--- src/rtl/parity_pkg.sv ---
// ============================================================================
//  parity_pkg : shared widths, state type and defaults for the parity decoder
//  Revision   : 1.0
// ============================================================================
`default_nettype none

package parity_pkg;

    localparam int DEF_DATA_BITS = 15;
    localparam int FRAME_LEN     = DEF_DATA_BITS + 1;
    localparam int CNT_W         = $clog2(FRAME_LEN);
    localparam int ERRCNT_W      = 8;

    typedef enum logic [0:0] {
        IDLE = 1'b0,
        RECV = 1'b1
    } state_e;

endpackage

`default_nettype wire

--- src/rtl/parity_deser.sv ---
// ============================================================================
//  parity_deser : serial frame capture, running parity and receive FSM;
//                 pulses frame_done_o on the cycle the parity bit is sampled
//  Revision     : 1.0
// ============================================================================
`default_nettype none

module parity_deser
    import parity_pkg::*;
#(
    parameter int DATA_BITS = DEF_DATA_BITS
) (
    input  logic                 clk,
    input  logic                 rst,
    input  logic                 datain_i,
    input  logic                 datavalid_i,
    input  logic                 resync_i,
    output logic                 frame_done_o,
    output logic [DATA_BITS-1:0] word_o,
    output logic                 perr_o
);

    localparam int              LCL_CNT_W = $clog2(DATA_BITS + 1);
    localparam logic [LCL_CNT_W-1:0] LAST_IDX = LCL_CNT_W'(DATA_BITS);

    state_e                 state_q, state_d;
    logic [LCL_CNT_W-1:0]   count_q, count_d, count_base;
    logic [DATA_BITS-1:0]   data_q, data_d;
    logic                   par_q, par_d, par_base;

    // resync behaves like a return to IDLE seen in the same cycle as the sample
    always_comb begin
        count_base   = (resync_i || state_q == IDLE) ? '0 : count_q;
        par_base     = (resync_i || state_q == IDLE) ? 1'b0 : par_q;
        count_d      = count_base;
        par_d        = par_base;
        data_d       = data_q;
        state_d      = (count_base == '0) ? IDLE : RECV;
        frame_done_o = 1'b0;
        word_o       = data_q;
        perr_o       = par_base ^ datain_i;

        if (datavalid_i) begin
            if (count_base == LAST_IDX) begin
                frame_done_o = 1'b1;
                count_d      = '0;
                par_d        = 1'b0;
                state_d      = IDLE;
            end else begin
                for (int i = 0; i < DATA_BITS; i++) begin
                    if (count_base == LCL_CNT_W'(i)) begin
                        data_d[i] = datain_i;
                    end
                end
                par_d   = par_base ^ datain_i;
                count_d = count_base + 1'b1;
                state_d = RECV;
            end
        end
    end

    always_ff @(posedge clk) begin
        if (rst) begin
            state_q <= IDLE;
            count_q <= '0;
            data_q  <= '0;
            par_q   <= 1'b0;
        end else begin
            state_q <= state_d;
            count_q <= count_d;
            data_q  <= data_d;
            par_q   <= par_d;
        end
    end

endmodule

`default_nettype wire

--- src/rtl/parity_decoder.sv ---
// ============================================================================
//  parity_decoder : serial parity-checked receiver with a one-entry output
//                   buffer. Optional saturating error counter: PARITY_ERRCNT_EN
//  Revision       : 1.0
// ============================================================================
`default_nettype none

module parity_decoder
    import parity_pkg::*;
#(
    parameter int DATA_BITS = DEF_DATA_BITS
) (
    input  logic                 clk,
    input  logic                 reset,
    input  logic                 datain,
    input  logic                 datavalid,
    input  logic                 resync,
    output logic [DATA_BITS-1:0] dataout,
    output logic                 outvalid,
    input  logic                 outready,
    output logic                 parityerr,
    output logic                 overrun
`ifdef PARITY_ERRCNT_EN
    ,
    output logic [ERRCNT_W-1:0]  errcount
`endif
);

    logic                 rx_done;
    logic [DATA_BITS-1:0] rx_word;
    logic                 rx_perr;
    logic                 load;

    logic                 full_q;
    logic [DATA_BITS-1:0] word_q;
    logic                 perr_q;
    logic                 ovr_q;

    parity_deser #(
        .DATA_BITS (DATA_BITS)
    ) u_deser (
        .clk          (clk),
        .rst          (reset),
        .datain_i     (datain),
        .datavalid_i  (datavalid),
        .resync_i     (resync),
        .frame_done_o (rx_done),
        .word_o       (rx_word),
        .perr_o       (rx_perr)
    );

    // an accept in the completion cycle frees the slot for the new word
    assign load = rx_done && (!full_q || outready);

    always_ff @(posedge clk) begin
        if (reset) begin
            full_q <= 1'b0;
            word_q <= '0;
            perr_q <= 1'b0;
            ovr_q  <= 1'b0;
        end else begin
            if (load) begin
                word_q <= rx_word;
                perr_q <= rx_perr;
                full_q <= 1'b1;
            end else if (rx_done) begin
                ovr_q  <= 1'b1;
            end else if (outready) begin
                full_q <= 1'b0;
            end
        end
    end

    assign dataout   = word_q;
    assign parityerr = perr_q;
    assign outvalid  = full_q;
    assign overrun   = ovr_q;

`ifdef PARITY_ERRCNT_EN
    logic [ERRCNT_W-1:0] errcnt_q;

    always_ff @(posedge clk) begin
        if (reset) begin
            errcnt_q <= '0;
        end else if (load && rx_perr && (errcnt_q != '1)) begin
            errcnt_q <= errcnt_q + 1'b1;
        end
    end

    assign errcount = errcnt_q;
`else
    // error counter not built in this configuration
`endif

endmodule

`default_nettype wire

--- config.mk ---
export PLATFORM = sky130hd
export DESIGN_NAME = parity_decoder
export DESIGN_NICKNAME = d
export VERILOG_FILES = /design/src/rtl/parity_pkg.sv /design/src/rtl/parity_deser.sv /design/src/rtl/parity_decoder.sv
export SDC_FILE = /design/constraint.sdc
export NUM_CORES = 1
export LEC_CHECK = 0
export CAP_MARGIN = 15
export CORE_AREA = 2 2 54 68
export DETAILED_ROUTE_END_ITERATION = 6
export DIE_AREA = 0 0 56 70
export GPL_TIMING_DRIVEN = 0
export PLACE_DENSITY = 0.86
export SYNTH_ARGS = -nofsm -noshare
export SYNTH_HDL_FRONTEND = slang
export SYNTH_SLANG_ARGS = --single-unit
--- constraint.sdc ---
create_clock -name clk -period 2.1 [get_ports clk]
set_input_delay 0.525 -clock clk [delete_from_list [all_inputs] [get_ports clk]]
set_output_delay 0.525 -clock clk [all_outputs]
set_load 0.01 [all_outputs]
**Word level (Yosys, flattened, before mapping)**

Cells that the tools add are included.
W data, S select, Z words.

- Add/subtract/negate cells: 1
- Equal/unequal tests: 16
- Multiplexer cells: 14
- Bitwise operators: 4
- Reductions and logical operators: 23

Operators with widths:

| cell | count |
|---|---|
| $reduce_and A3 Y1 | 15 |
| $eq A4 B4 Y1 const B | 8 |
| $eq A4 B3 Y1 const B | 4 |
| $mux W4 | 3 |
| $mux W1 | 11 |
| $eq A4 B2 Y1 const B | 2 |
| $add A4 B1 Y4 const B | 1 |
| $eq A4 B1 Y1 const B | 1 |
| $logic_not A4 Y1 | 1 |
| $reduce_and A2 Y1 | 2 |
| $not A1 Y1 | 3 |
| $logic_or A1 B1 Y1 | 2 |
| $ne A2 B1 Y1 const B | 1 |
| $reduce_bool A2 Y1 | 1 |
| $logic_and A1 B1 Y1 | 1 |
| $logic_not A1 Y1 | 1 |
| $xor A1 B1 Y1 | 1 |

- Bits in registers: 39
- Input port bits: 6
- Output and inout bits: 18
- Word-level logic and storage cells: 80

**Longest topological paths before layout**

Gate-level depths: netlist of run 1.

- Depth in word-level cells: 9
- Gate-level depth with buffers: 8
- Depth with buffers taken out: 7

**Modules after synthesis**

From an unflattened synthesis of run 1, not the netlist that was laid out.

- Cells, all modules: 185
- Area total of the unflattened synthesis: 1,829.3 µm²

Modules (own cells, without submodules):

| module | instances | cells each | area an instance (µm²) | seq. area each (µm²) |
|---|---|---|---|---|
| parity_deser | 1 | 108 | 1,027.2 | 420.4 |
| parity_decoder | 1 | 77 | 802.0 | 360.3 |

**Worst setup path after synthesis of run 1**

Ideal clock, no wire load.

- Path kind: input port to flip-flop
- From: input port resync
- To: register u_deser.data_q[12] (netlist: u_deser.word_o[12])
- Library setup time: 128 ps
- Data arrival time: 1,610 ps
- Data required time: 1,972 ps
- Slack: 363 ps
- Stages on the path: 8
- Path buffers: 1
- Path through: and2b_1 buf_6 nand2_1 ha_1 nand2_1 nor3_1 mux2i_1 nor2_1

- Word-level cells in the longest chain between the ends: 5
- Elaborated cells between the ends (all ways): 6
- Classes of those cells: 2 x eq/ne; 1 x mux; 1 x bitwise; 2 x reduce/logical

Ends and longest elaborated chain:

| element | line | RTL |
|---|---|---|
| start: declaration | parity_decoder.sv:17 | `input logic resync,` |
| $logic_or A1 B1 Y1 * | parity_deser.sv:33 | `count_base = (resync_i \|\| state_q == IDLE) ? '0 : count_q;` |
| $mux W4 * | parity_deser.sv:33 |  |
| $eq A4 B4 Y1 | parity_deser.sv:44 | `if (count_base == LAST_IDX) begin` |
| $not A1 Y1 (no source line) | - |  |
| $reduce_and A3 Y1 (no source line) * | - |  |
| end signal: assignment | parity_deser.sv:71 | `data_q <= data_d;` |
| end: declaration | parity_deser.sv:28 | `logic [DATA_BITS-1:0] data_q, data_d;` |

Every way passes the cells marked *; elsewhere a longest branch is shown, timed or not.
A chain may end at the register's enable or synchronous reset.

**Final worst setup path of run 1**

- From: input port datavalid
- To: register word_q[7] (netlist: dataout[7])

- Word-level cells in the longest chain between the ends: 2

Ends and longest elaborated chain:

| element | line | RTL |
|---|---|---|
| start: declaration | parity_decoder.sv:16 | `input logic datavalid,` |
| $mux W1 | parity_deser.sv:43 | `if (datavalid_i) begin` |
| $logic_and A1 B1 Y1 | parity_decoder.sv:53 | `assign load = rx_done && (!full_q \|\| outready);` |
| end signal: assignment | parity_decoder.sv:63 | `word_q <= rx_word;` |
| end: declaration | parity_decoder.sv:35 | `logic [DATA_BITS-1:0] word_q;` |

No other way between the ends.

==> results.py, run 1 <==
metrics = {
    "setup_path": {
        "crit_type": "in -> reg",
        "arrival_ps": 2160,
        "setup.worst_path.end_class": "flip-flop",
        "path_delay_family": "buffers and inverters",
        "critical_path.cell_chain": "clkdlybuf4s50_1, nand3_1, nor3_2, buf_6, buf_12, mux2i_1, nor2_1",
        "startpoint_type": "primary input",
        "max_stage_delay_ps": 710,
        "worst_path_slowest_cell": "sky130_fd_sc_hd__clkdlybuf4s50_1",
        "timing.critical_path.buf_inv": 3,
        "worstPathRequired_ps": 2260,
        "largest_fanout_on_the_critical_path": 10,
    },
    "clocking": {
        "clock_path_buffers": 2,
        "post_cts_buffers": 0,
        "clock_sink_count": 39,
        "insertion_delay_ps": 290,
        "cts-root-buf": "sky130_fd_sc_hd__clkbuf_8",
        "cts-buffers-inserted": 5,
        "cts_htree_levels": 2,
        "clk_transition_reported_paths_ps": 70,
        "cts_tree": "yes",
    },
    "route": {
        "drt_wl_total_um": 3270,
        "top_layer_used": "met4",
        "wl_per_cell_um": 13.6,
        "drt_pass1_iterations": 4,
        "drt.antenna.violating_nets": 0,
        "detailroute.via_count": 1292,
        "drcViolationCount": 0,
        "drt_iter0_markers": 42,
        "route.met2.wl_um": 1660,
        "met3_length_um": 111,
        "detail_route.wirelength.met1_um": 1440,
        "post_drt_via_cell_ratio": 5.36,
    },
    "final_layout": {
        "layout.cells.non_filler": 241,
        "layout-area-overhead-vs-synth_pct": 24.3,
        "finish.instance_area_sq_mm": 0.00209,
        "antennaDiodeCount": 0,
        "layout-drive-gt1-share": 0.119,
        "num-nets-final": 208,
        "fin_util": 0.621,
    },
    "floorplan": {
        "fp.dieW_um": 56,
        "initial_utilization": 0.499,
        "design.die.area_sq_mm": 0.00392,
        "std_cell_rows": 24,
        "die_span_y_um": 70,
        "pin_count": 24,
        "design.core.area_sq_mm": 0.00336,
    },
    "global_routing": {
        "number_of_antenna_violations_at_the_first_check_in_global_routing": 0,
        "grt_remaining_overflow": 0,
        "grt_pass1_vias": 1213,
        "pin_count_of_the_biggest_net_entering_global_routing": 12,
        "groute.usage.overall": 0.178,
        "grt_first_pass_wirelength_um": 5490,
    },
    "yosys": {
        "ys.warnings.count": 0,
        "synth_seq_cells": 39,
        "post_synth_instance_area_sq_mm": 0.00168,
        "part_of_the_yosys_area_used_for_sequential_elements": 0.465,
        "netlist_instances": 172,
        "synthDistinctLibCells": 36,
        "synth.net_count": 179,
        "syn-mean-instance-area_sq_um": 9.76,
    },
    "timing": {
        "period_share": 0.949,
        "timing.clock.skew_ps": 6.98,
        "max_freq_ghz": 0.502,
        "worst_hold_slack_ps": 477,
        "setup_violations": 0,
        "fin_ws_ps": 106,
        "slew_headroom": 0.676,
        "max_slew.worst_pin.slew_ps": 486,
        "hold_viol": 0,
        "post-route-min-period_ps": 1990,
        "maxSlewViolCount": 0,
        "grt_setup_unrepaired": "no",
    },
    "run": {
        "drv.max_cap_violation_count": 0,
    },
    "outcome": {
        "outcome": "complete, no violations",
    },
    "placement": {
        "place.detailed.hpwl_um": 2240,
        "detailed_place.area_sq_mm": 0.00195,
        "pre_cts_ws_ps": -362,
        "port_buffers": 22,
        "placed_instances": 233,
        "place_congestion": 0.853,
    },
    "pwr": {
        "powerDensity_mw_per_mm2": 650,
        "leakagePower_nw": 0.767,
        "ir_drop_mv": 0.655,
    },
    "hold_path": {
        "worstHoldPathType": "reg -> reg",
    },
}
[where the power goes]
group	leakage (nW)	internal [mW]	switching (mW)	total [mW]
Sequential	0.315	0.744	0.00521	0.749
Combinational	0.401	0.0217	0.0378	0.0595
Clock	0.0515	0.299	0.248	0.548
Total	0.767	1.06	0.291	1.36
[worst reg2reg max path: cells and delay by family, from the launching register on]
family        cells  cell delay, ps
fa+ha+maj         1             150
buf+inv           1             150
mux               1             200
flops             1             360
simple gates      5             640
[through the flow]
step           setup TNS, ps  power, mW
2_1_floorplan              0      0.800
3_3_place_gp           -1180      0.820
3_5_place_dp           -1480      0.822
4_1_cts                    0       1.37
5_1_grt                    0       1.40
6_report                   0       1.36
[state kept, by name, summed over array words and instances (netlist names)]
name / cells
parityerr: 1
dataout: 15
u_deser.par_q: 1
outvalid: 1
u_deser.word_o: 15
overrun: 1
u_deser.count_q: 4
u_deser.state_q: 1
[logic make-up (layout without fill, tap and decap cells)]
group | after synthesis | count (layout) | synth area share
AND/OR/NAND/NOR | 69 | 69 | 0.251
AO/OA/AOI/OAI | 32 | 32 | 0.116
buffers and inverters | 11 | 41 | 0.0440
multiplexers | 16 | 16 | 0.0954
XOR/XNOR | 4 | 4 | 0.0209
adder cells (fa/ha/maj) | 1 | 1 | 0.00745
flip-flops | 39 | 39 | 0.465
[placed cells by master (no fill, tap or decap), types with 3 or more instances in the layout]
| cell type | n |
|---|---|
| sky130_fd_sc_hd__nor2_1 | 25 |
| sky130_fd_sc_hd__xor2_1 | 3 |
| sky130_fd_sc_hd__a21oi_1 | 5 |
| sky130_fd_sc_hd__nand2_1 | 4 |
| sky130_fd_sc_hd__nand4b_4 | 3 |
| sky130_fd_sc_hd__clkbuf_1 | 5 |
| sky130_fd_sc_hd__o31ai_1 | 9 |
| sky130_fd_sc_hd__mux2i_1 | 16 |
| sky130_fd_sc_hd__buf_1 | 3 |
| sky130_fd_sc_hd__nor2b_1 | 11 |
| sky130_fd_sc_hd__clkdlybuf4s50_1 | 21 |
| sky130_fd_sc_hd__o21ai_0 | 15 |
| sky130_fd_sc_hd__clkbuf_8 | 7 |
| sky130_fd_sc_hd__dfxtp_1 | 39 |
[synthesized netlist by cell type, drive strengths merged]
cell type | n | area share
xor2 | 3 | 0.016
nand4b | 4 | 0.048
and2b | 2 | 0.0097
o21ai | 15 | 0.045
o31ai | 9 | 0.040
nand4 | 2 | 0.0075
nand3 | 2 | 0.0060
a211oi | 1 | 0.0075
and2 | 1 | 0.0037
nor2 | 26 | 0.060
o2111ai | 1 | 0.0052
or3b | 2 | 0.010
a21oi | 5 | 0.015
nand2b | 2 | 0.0075
nand3b | 2 | 0.0089
nand4bb | 1 | 0.0067
a31oi | 1 | 0.0037
nand2 | 7 | 0.016
xnor2 | 1 | 0.0052
clkbuf | 4 | 0.0089
nor3b | 1 | 0.0045
nor2b | 11 | 0.041
ha | 1 | 0.0075
mux2i | 16 | 0.095
nor3 | 4 | 0.015
dfxtp | 39 | 0.46
or3 | 1 | 0.0037
buf | 7 | 0.035
or2 | 1 | 0.0037
[worst paths after layout]
| path | start | endpoint | slack, ps | depth (start not counted) |
|---|---|---|---|---|
| setup / recovery | datavalid | dataout[7] | 110 | 7 |
| hold reg to reg | overrun | overrun | 480 | 2 |
| hold / removal | overrun | overrun | 480 | 2 |
| setup reg to reg | u_deser.state_q | u_deser.word_o[12] | 460 | 8 |
[final cells by class]
type / count / area [sq um]
multi-input combinational: 122 / 861
sequential: 39 / 781
tap: 39 / 48.8
fill: 294 / 1280
clock buffer: 8 / 100
timing repair buffer: 22 / 223
buffer: 11 / 73.8
[routing by layer]
layer	vias up	track usage
li1	660	-
met1	603	0.214
met2	24	0.297
met3	5	0.0500
met4	0	0.0714
met5	-	0
[timing repair]
| item | in CTS | in global routing |
|---|---|---|
| setup endpoints to repair | 1 | 2 |
| hold buffers | 0 | 0 |
| gates resized for setup | 1 | 8 |
| pin swaps | 0 | 1 |
No activity file was read; power rests on OpenSTA's default activity.
==> run 2, diff against run 1 <==
SLEW_MARGIN = 30   (was unset)
==> results of run 2 <==
No change in the layout: final DEF, timing and power equal those of run 1.
==> edit 1, RTL diff (settings of run 2) <==
The option `PARITY_ERRCNT_EN` is turned on by a define.
--- a/src/rtl/parity_decoder.sv
+++ b/src/rtl/parity_decoder.sv
@@ -5,4 +5,6 @@
 // ============================================================================
 `default_nettype none
+
+`define PARITY_ERRCNT_EN
 
 module parity_decoder
Function (old outputs only; new: errcount): kept (equiv_simple and equiv_induct, registers matched by name and starting in step).
==> edit 1 against run 2 <==
Non-clock buffer count increased by 19. Worst setup slack got worse by 0.050 ns. Sequential cell count increased by 8. Sequential share of layout area decreased by 1.5 points. Sequential power increased by 20%. First-iteration DRC count up 110%. Synthesized area increased by 19%. Via count up 42%. Fmax decreased by 2.5%. Cell area is 26% higher. Synthesized cell count is 40% higher. Power is 14% higher. Wire length rose by 44%. Clock power is 6.0% higher.
==> edit 1: results (changes against run 2) <==
status=completed (unchanged); cts bufs inserted=5 (unchanged); Worst-Skew Late Latency=0.31 ns (was 0.29 ns); nets@finish=297 (was 208); Synth top cells by count=nand2_1 (59), dfxtp_1 (47), a21oi_1 (30), nor2_1 (24), nand3_1 (13) (was dfxtp_1 (39), nor2_1 (25), mux2i_1 (16), o21ai_0 (15), nor2b_1 (11)); Top Metal Used=met4 (unchanged); asr flop ratio synth=0% (unchanged); Pleak=0.922 nW (was 0.767 nW); largest net degree at the start of global routing=16 (was 12); First DRT Iteration DRCs=88 (was 42); Post-Synth XOR/XNOR Area=3.50% (was 2.09%); non-filler cells, final=328 (was 241); sequential area share after synthesis=47.0% (was 46.5%); crit path DAT=2.25 ns (was 2.16 ns); Post-DP HPWL=2990 um (was 2240 um); Synth Area in Compound Gates=10.7% (was 11.6%); Synth Net Count=250 (was 179); Min-Delay Startpoint=dataout[5] (was overrun); Post-Synthesis Cells=241 (was 172); total placed cells including tap cells=309 (was 233); Cell variety after synth=36 (unchanged); origin of the critical flop-to-flop path=u_deser.state_q (unchanged); ratio of cells with drive above 1 in the final layout=16.3% (was 11.9%); Worst Tran Pin Value=0.708 ns (was 0.486 ns); worst min-delay path class=flip-flop to flip-flop (unchanged); wire length on met1=1940 um (was 1440 um); Root Driver=clkbuf_8 (unchanged); Worst VDD drop=541 uV (was 655 uV); initial antenna violation count=0 (unchanged); Fill cells=237 (was 294); final wirelength=4710 um (was 3270 um); met3 wire len=223 um (was 111 um); global-route wire length before repair=8010 um (was 5490 um); Clock transition at path regs=0.09 ns (was 0.07 ns); GP Congestion=0.823 (was 0.853); H-tree levels=2 (unchanged); PortBufs=29 (was 22); All-Layer GR Usage=25.9% (was 17.8%); Adder-Cell Fraction of Synth Area=1.87% (was 0.745%); Synth area leaders=dfxtp_1 (47%), nand2_1 (11%), a21oi_1 (7.5%), nor2_1 (4.5%), mux2i_1 (3.5%) (was dfxtp_1 (46%), mux2i_1 (9.5%), nor2_1 (5.6%), o21ai_0 (4.5%), nand4b_4 (4.2%)); mux cell area share after synthesis=3.50% (was 9.54%); CP startpoint=resync (was datavalid); Vias=1839 (was 1292); DR WL met2=2390 um (was 1660 um); vias in the first global route=1714 (was 1213); worst-path fanout max=5 (was 10); 1st-pass router iterations=5 (was 4); Final Skew=0.00802 ns (was 0.00698 ns); maximum buffer depth of the clock tree=2 (unchanged)
[edit 1: critical path, stage by stage]
cell      delay [ns]
buf_8           0.10
nand3b_1        0.19
inv_2           0.09
ha_4            0.14
nand2_4         0.06
or4_4           0.47
nor4_4          0.22
buf_4           0.19
a21oi_1         0.07
a31o_2          0.20
[edit 1: path summary, 6_finish.rpt]
path / endpoint / slack (ns) / cells after the start
setup reg to reg: errcount[7] / 0.07 / 9
hold reg to reg: dataout[5] / 0.46 / 2
setup / recovery: errcount[7] / 0.06 / 10
hold / removal: dataout[5] / 0.46 / 2
[edit 1: metrics by stage]
stage | worst slack (ns) | hold slack (ns) | instance area, sq um | TNS [ns]
after floorplan | -0.101 | 0.426 | 2050 | -0.541
after global placement | -0.938 | 0.438 | 2390 | -20.80
after detailed placement | -0.985 | 0.447 | 2390 | -22.98
after CTS | -0.0160 | 0.460 | 2590 | -0.0178
after global routing | -0.0322 | 0.478 | 2640 | -0.0544
final | 0.0563 | 0.456 | 2640 | 0
[edit 1: layout make-up]
type                            count  area share (%)
Timing Repair Buffer               40            14.8
Sequential cell                    47            35.9
Clock inverter                      2           0.617
Buffer                             12            2.61
Multi-Input combinational cell    178            40.5
Clock buffer                        6            3.13
Tap cell                           39            1.85
Inverter                            4           0.570
[edit 1: what timing repair did]
item,4_1_cts,5_1_grt
setup endpoints to repair,26,18
gates resized for setup,16,4
pin swaps,4,5
setup buffers,7,4
[edit 1: metal layers]
metal / global-route usage (%) / vias to the layer above
li1: - / 909
met5: 0 / -
met4: 12.7 / 0
met2: 43.0 / 57
met1: 32.2 / 858
met3: 4.26 / 15
[edit 1: report_power, final]
part | switching [mW] | internal [mW]
clock | 0.312 | 0.269
combinational | 0.0460 | 0.0221
sequential | 0.00386 | 0.895
==> edit 2, RTL diff (flow settings as in run 2) <==
Made on the original files. Take the reset off `data_q` and load it in a clocked block of its own.
--- a/src/rtl/parity_deser.sv
+++ b/src/rtl/parity_deser.sv
@@ -64,12 +64,14 @@
             state_q <= IDLE;
             count_q <= '0;
-            data_q  <= '0;
             par_q   <= 1'b0;
         end else begin
             state_q <= state_d;
             count_q <= count_d;
-            data_q  <= data_d;
             par_q   <= par_d;
         end
+    end
+
+    always_ff @(posedge clk) begin
+        data_q <= data_d;
     end
 
Function: same outputs for any inputs over 10 cycles, from zero or initial values and one cycle with reset high; that may be too few to reach the edited logic, so the function may still have changed.
==> edit 2 against run 2 <==
Largest cell class is now registers. Die area did not move. Worst hold slack got worse by 0.0089 ns. Worst setup slack got worse by 0.029 ns. Synthesized area rose by 1.6%. Power rose by 10%. Cell area rose by 0.30%. Wire length rose by 4.1%. Clock power rose by 18%. Sequential cell count did not move. Cell count fell by 3.7%.
==> edit 2: results (changes against run 2) <==
vias in the first global route=1268 (was 1213); non-clock inverter count in the final layout=1 (was 0); total placed cells including tap cells=224 (was 233); DR WL met2=1720 um (was 1660 um); Synth Net Count=170 (was 179); Vias=1353 (was 1292); Vias per Instance=5.83 (was 5.36); Post-synth EDFFs=15 (was 0); clock-cell share of area=5.62% (was 4.80%); Synth Area in Compound Gates=14.5% (was 11.6%); mux cell area share after synthesis=0% (was 9.54%); ratio of cells with drive above 1 in the final layout=13.0% (was 11.9%); Worst path top cell family by delay=simple AND/OR/NAND/NOR gates (was buffers and inverters); Adder-Cell Fraction of Synth Area=0.733% (was 0.745%); global-route wire length before repair=5750 um (was 5490 um); status=completed (unchanged); relative slew slack=62.0% (was 67.6%); Synth area leaders=dfxtp_1 (28%), edfxtp_1 (26%), o31ai_1 (6.6%), nand4_1 (5.9%), a21oi_1 (5.0%) (was dfxtp_1 (46%), mux2i_1 (9.5%), nor2_1 (5.6%), o21ai_0 (4.5%), nand4b_4 (4.2%)); wire length per cell=14.7 um (was 13.6 um); Post-Synthesis Cells=163 (was 172); Post-Synth XOR/XNOR Area=2.05% (was 2.09%); wire length on met1=1460 um (was 1440 um); power share of the clock group=43.2% (was 40.4%); Seq power=0.792 mW (was 0.749 mW); Pleak=0.680 nW (was 0.767 nW); worst-path fanout max=6 (was 10); nets@finish=199 (was 208); Final Skew=0.00664 ns (was 0.00698 ns); Fill cells=279 (was 294); met3 wire len=154 um (was 111 um); Worst VDD drop=515 uV (was 655 uV); M2 GR Usage=31.9% (was 29.7%); met1 GRT Util=22.4% (was 21.4%); sequential share of cell area=44.5% (was 37.4%); Pint=1.19 mW (was 1.06 mW); crit path DAT=2.01 ns (was 2.16 ns); # clk buffers=6 (was 8); Largest stage delay, worst path=0.55 ns (was 0.71 ns)
edit 2: cell types whose count changed in the layout (fill, tap and decap cells not counted), sizes merged, moves of 10 or more:
cell and delta:
a21oi +12, dfxtp -15, nand4 +15, nor2 -10
nor2b -10, o21ai -14, mux2i -16, edfxtp +15
edit 2: worst paths after layout:
kind	start	end	slack, ns	depth (start not counted)
setup / recovery	resync	u_deser.word_o[8]	0.08	6
hold reg to reg	overrun	overrun	0.47	2
hold / removal	overrun	overrun	0.47	2
setup reg to reg	u_deser.state_q	u_deser.word_o[8]	0.49	5
edit 2: through the flow:
step | worst slack [ns] | setup TNS [ns] | utilization, % | power, mW
global route | 0.0392 | 0 | 62.2 | 1.53
CTS | 0.0933 | 0 | 62.2 | 1.50
global placement | -0.196 | -0.478 | 58.7 | 0.863
floorplan | 0.500 | 0 | - | 0.841
detailed placement | -0.213 | -0.564 | 58.7 | 0.865
finish | 0.0777 | 0 | 62.2 | 1.49
